$ cat src/rtl/divider_pkg.sv
// divider_pkg: shared state encoding and sizing helpers for the
// sequential radix-2 restoring divider.
package divider_pkg;

  typedef enum logic [1:0] {
    IDLE = 2'd0,
    BUSY = 2'd1,
    DONE = 2'd2
  } state_t;

  localparam int DEFAULT_WIDTH = 32;

  function automatic int cnt_width(input int w);
    return $clog2(w + 1);
  endfunction

  localparam int CNT_W = cnt_width(DEFAULT_WIDTH);

endpackage

$ cat src/rtl/divider_step.sv
// divider_step: one combinational restoring step, shifting in the
// next dividend bit and producing one quotient bit.
module divider_step #(
  parameter int WIDTH = 32
) (
  input  logic [WIDTH-1:0] partial_rem,
  input  logic             dividend_bit,
  input  logic [WIDTH-1:0] divisor,
  output logic [WIDTH-1:0] new_rem,
  output logic             quotient_bit
);

  logic [WIDTH:0] shifted;
  logic           borrow;

  assign shifted = {partial_rem, dividend_bit};

  // A borrow occurs when the shifted remainder is below the divisor.
  // Without a borrow the true difference is < divisor, so it fits in
  // WIDTH bits and modular subtraction of the low bits is exact.
  always_comb begin
    borrow       = (shifted < {1'b0, divisor});
    quotient_bit = ~borrow;
    new_rem      = shifted[WIDTH-1:0];
    if (!borrow)
      new_rem = shifted[WIDTH-1:0] - divisor;
  end

endmodule

$ cat src/rtl/divider.sv
// divider: start/done sequential unsigned divider, one quotient bit
// per clock. Optional div_by_zero flag under DIVIDER_DIV0_FLAG_EN.
module divider
  import divider_pkg::*;
#(
  parameter int WIDTH = DEFAULT_WIDTH
) (
  input  logic             clk,
  input  logic             rst,
  input  logic             start,
  input  logic [WIDTH-1:0] dividend,
  input  logic [WIDTH-1:0] divisor,
`ifdef DIVIDER_DIV0_FLAG_EN
  output logic             div_by_zero,
`endif
  output logic             done,
  output logic [WIDTH-1:0] quotient,
  output logic [WIDTH-1:0] remainder
);

  localparam int CW = cnt_width(WIDTH);

  state_t           state;
  logic [CW-1:0]    cnt;
  logic [WIDTH-1:0] dvd_sh;
  logic [WIDTH-1:0] dvs;
  logic [WIDTH-1:0] prem;
  logic [WIDTH-1:0] new_rem;
  logic [WIDTH-1:0] q_next;
  logic             q_bit;

  divider_step #(
    .WIDTH(WIDTH)
  ) u_step (
    .partial_rem (prem),
    .dividend_bit(dvd_sh[WIDTH-1]),
    .divisor     (dvs),
    .new_rem     (new_rem),
    .quotient_bit(q_bit)
  );

  // Dividend bits shift out the top while quotient bits fill the bottom.
  assign q_next = {dvd_sh[WIDTH-2:0], q_bit};

  // Control FSM and datapath registers; results load only entering DONE.
  always_ff @(posedge clk) begin
    if (rst) begin
      state     <= IDLE;
      cnt       <= '0;
      dvd_sh    <= '0;
      dvs       <= '0;
      prem      <= '0;
      done      <= 1'b0;
      quotient  <= '0;
      remainder <= '0;
`ifdef DIVIDER_DIV0_FLAG_EN
      div_by_zero <= 1'b0;
`endif
    end else begin
      unique case (state)
        IDLE: begin
          done <= 1'b0;
          if (start) begin
            dvd_sh <= dividend;
            dvs    <= divisor;
            prem   <= '0;
            cnt    <= CW'(WIDTH);
            state  <= BUSY;
          end
        end
        BUSY: begin
          dvd_sh <= q_next;
          prem   <= new_rem;
          cnt    <= cnt - CW'(1);
          if (cnt == CW'(1)) begin
            state     <= DONE;
            done      <= 1'b1;
            quotient  <= q_next;
            remainder <= new_rem;
`ifdef DIVIDER_DIV0_FLAG_EN
            div_by_zero <= (dvs == '0);
`endif
          end
        end
        DONE: begin
          done  <= 1'b0;
          state <= IDLE;
        end
        default: begin
          done  <= 1'b0;
          state <= IDLE;
        end
      endcase
    end
  end

endmodule

$ cat config.mk
export PLATFORM = sky130hd
export DESIGN_NAME = divider
export DESIGN_NICKNAME = d
export VERILOG_FILES = /design/src/rtl/divider_pkg.sv /design/src/rtl/divider_step.sv /design/src/rtl/divider.sv
export SDC_FILE = /design/constraint.sdc
export NUM_CORES = 1
export LEC_CHECK = 0
export ABC_AREA = 1
export CORE_ASPECT_RATIO = 2
export CORE_MARGIN = 2
export CORE_UTILIZATION = 35
export CTS_CLUSTER_DIAMETER = 120
export DETAILED_ROUTE_END_ITERATION = 12
export GPL_ROUTABILITY_DRIVEN = 0
export PLACE_DENSITY = 0.65
export SYNTH_ARGS = -nofsm -noshare
export SYNTH_HDL_FRONTEND = slang
export SYNTH_SLANG_ARGS = --single-unit
export TNS_END_PERCENT = 20
$ cat constraint.sdc
create_clock -name clk -period 6.05 [get_ports clk]
set_input_delay 1.21 -clock clk [delete_from_list [all_inputs] [get_ports clk]]
set_output_delay 1.21 -clock clk [all_outputs]
set_load 0.03 [all_outputs]
==> results.sh <==
export IMPL_slew_viol_final=0
export IMPL_drt_total_wl_mm=27.4
export IMPL_synth_compound_area_share_pct=12.3
export IMPL_firstDrtPassIters=5
export IMPL_rsz0062_at_grt="no"
export IMPL_clockBufferDepth=2
export IMPL_drc=0
export IMPL_n_fill_cell=2795
export IMPL_die_height_um=233
export IMPL_tritoncts="built"
export IMPL_drt_iter0_drc=416
export IMPL_fin_setup_tns_ns=0
export IMPL_fmax_mhz=319
export IMPL_ant_nets=0
export IMPL_hold_start="dvs[6]"
export IMPL_mappedNetlistArea_um2=9160
export IMPL_port_buffers=131
export IMPL_cts_setup_buffers=0
export IMPL_setup_viol=0
export IMPL_hold_path_endpoint="dvs[6]"
export IMPL_synth_distinct_cells=35
export IMPL_multi_input_area_um2=4660
export IMPL_leakage_nw=5.49
export IMPL_die_area_um2=27600
export IMPL_skew_ns=0.0127
export IMPL_ys_flop_type="dfxtp_1"
export IMPL_start_util_pct=35.6
export IMPL_routedWlPerCell_um=14.8
export IMPL_syn_avg_cell_area_um2=6.50
export IMPL_ys_warn_count=0
export IMPL_synth_cells=1410
export IMPL_hold_depth=2
export IMPL_cp_startpoint="start"
export IMPL_async_flop_share_pct=0
export IMPL_coreArea_um2=25800
export IMPL_boundaryPins=132
export IMPL_powerDensity_nw_per_um2=264
export IMPL_die_width_um=118
export IMPL_fin_crit_sh_pct=51.7
export IMPL_peakVddDrop_mv=0.199
export IMPL_r2r_start="dvs[27]"
export IMPL_synthAdderAreaFrac_pct=4.86
export IMPL_grt_max_degree=82
export IMPL_cts_clk_slew_worst_paths_ns=0.07
export IMPL_root_buffer="clkbuf_16"
export IMPL_ctsHoldBuffers=0
export IMPL_seq_area_um2=3380
export IMPL_critPathArrivalTime_ns=3.44
export IMPL_cts_buffers_inserted=17
export IMPL_status="completed"
export IMPL_synth_top_family_by_area="simple AND/OR/NAND/NOR gates"
export IMPL_antenna_cells=0
export IMPL_synth_xor_area_share_pct=1.34
export IMPL_path_class="in2reg"
export IMPL_synth_nets=1512
export IMPL_grt_usage_pct=19.8
export IMPL_finalHoldWorstSlack_ns=0.463
export IMPL_areaGrowthSynthToFinish_pct=22.5
export IMPL_drv_cap=0
export IMPL_antenna_found_initial=0
export IMPL_grt_pass1_vias=8719
export IMPL_layout_min_cycle_time_ns=3.13
export IMPL_hold_viol=0
export IMPL_drive_gt1_share_pct=4.41
export IMPL_ys_seq_elements=169
export IMPL_worst_setup_path_start_kind="input pin"
export IMPL_viasPerCell=4.82
export IMPL_crit_fanout=36
export IMPL_tightest_slew_ns=1.12
export IMPL_cts_sinks=169
export IMPL_synth_edf_count=0
export IMPL_endpoint_kind="flip-flop"
export IMPL_final_cell_mix="475 x nand2_1, 219 x inv_1, 169 x dfxtp_1, 130 x clkdlybuf4s50_1, 102 x nand3_1"
export IMPL_grt_pass1_wl_mm=43.0
export IMPL_nets=1610
export IMPL_rows=83
export IMPL_worstPathRequired_ns=6.36
export IMPL_synthSimpleGateAreaFrac_pct=32.3
export IMPL_routed_via_count=8953
export IMPL_place_hpwl_mm=20.6
export IMPL_yosysSeqAreaShare_pct=36.9
export IMPL_rrSetupSlack_ns=2.94
export IMPL_grt_overflow=0
export IMPL_muxShareOfSynthArea_pct=0
export IMPL_hp_class="reg2reg"
export IMPL_clkLatencyLatePin_ns=0.44
export IMPL_reg2regPathDepth=14
export IMPL_cts_htree_levels=4
export IMPL_r2r_end="remainder[24]"
export IMPL_relSlewSlack_pct=25.0
export IMPL_cts_repair_resized=0
export IMPL_final_common_cell="nand2_1"
## cell type report
type / count / area share, %
Sequential cell: 169 / 30.2
Clock inverter: 8 / 0.881
Tap cell: 340 / 3.79
Inverter: 226 / 7.56
Timing Repair Buffer: 137 / 12.0
Multi-Input combinational cell: 957 / 41.6
Clock buffer: 21 / 4.01
## registers in the layout, indices dropped and copies added, names as in the netlist
signal     flops
quotient      32
done           1
state          2
dvs           32
prem          32
dvd_sh        32
remainder     32
cnt            6
## worst max-delay path: stages
cell	delay (ns)
clkdlybuf4s50_1	0.46
nand2_1	0.06
nor2_2	0.10
nor2_1	0.18
nand2_1	0.18
clkinv_1	0.87
nand2_1	0.27
o21ai_0	0.11
## metal layers
layer  share of wire [%]  vias up  track usage, %
li1                    -     4617               -
met1                  38     4095            19.5
met2                  54      193            38.1
met3                 3.9       48            4.04
met4                 4.4        0            10.9
met5                   0        -               0
## metrics by stage
stage / setup WS [ns] / instances / area, um2 / util [%] / total power, W
6_report: 2.92 / 1858 / 11200 / 43.6 / 0.00296
5_1_grt: 2.65 / 1858 / 11200 / 43.6 / 0.00311
4_1_cts: 2.95 / 1858 / 11200 / 43.6 / 0.00298
3_5_place_dp: 2.49 / 1829 / 10700 / 41.4 / 0.00193
3_3_place_gp: 2.53 / 1829 / 10700 / 41.4 / 0.00192
2_1_floorplan: 3.68 / 1410 / 9160 / - / 0.00172
## where the power goes
part           internal (W)  switching, W
logic              0.000226      0.000461
registers           0.00118     0.0000394
clock network      0.000610      0.000445
total               0.00202      0.000945
## kinds of logic (layout without fill, tap and decap cells)
family                   Yosys count  in the layout
adder cells (fa/ha/maj)           35             35
XOR/XNOR                          14             14
AND/OR/NAND/NOR                  704            704
buffers and inverters            284            392
AO/OA/AOI/OAI                    204            204
flip-flops                       169            169
## worst max-delay path by stage
stage / to / slack, ns / depth (start not counted)
2_1_floorplan: prem[10] / 3.68 / 8
3_3_place_gp: dvd_sh[25] / 2.53 / 8
3_5_place_dp: prem[7] / 2.49 / 8
4_1_cts: prem[7] / 2.95 / 7
5_1_grt: remainder[3] / 2.65 / 14
6_report: dvd_sh[28] / 2.92 / 8
## synth_stat cells (7+ instances only)
cell type / instances / area, um2
a22oi_1: 31 / 233
nand2_1: 475 / 1780
nand4_1: 7 / 43.8
nand3_2: 13 / 130
dfxtp_1: 169 / 3380
o21ai_1: 10 / 50.1
nor3_1: 7 / 35.0
nor2_1: 82 / 308
clkbuf_1: 40 / 150
inv_1: 220 / 826
a21oi_1: 67 / 335
nand3_1: 102 / 510
ha_1: 34 / 425
o22ai_1: 18 / 113
xor2_1: 11 / 96.3
o21ai_0: 74 / 370
buf_2: 11 / 55.1
No activity file was read; power rests on OpenSTA's default activity.
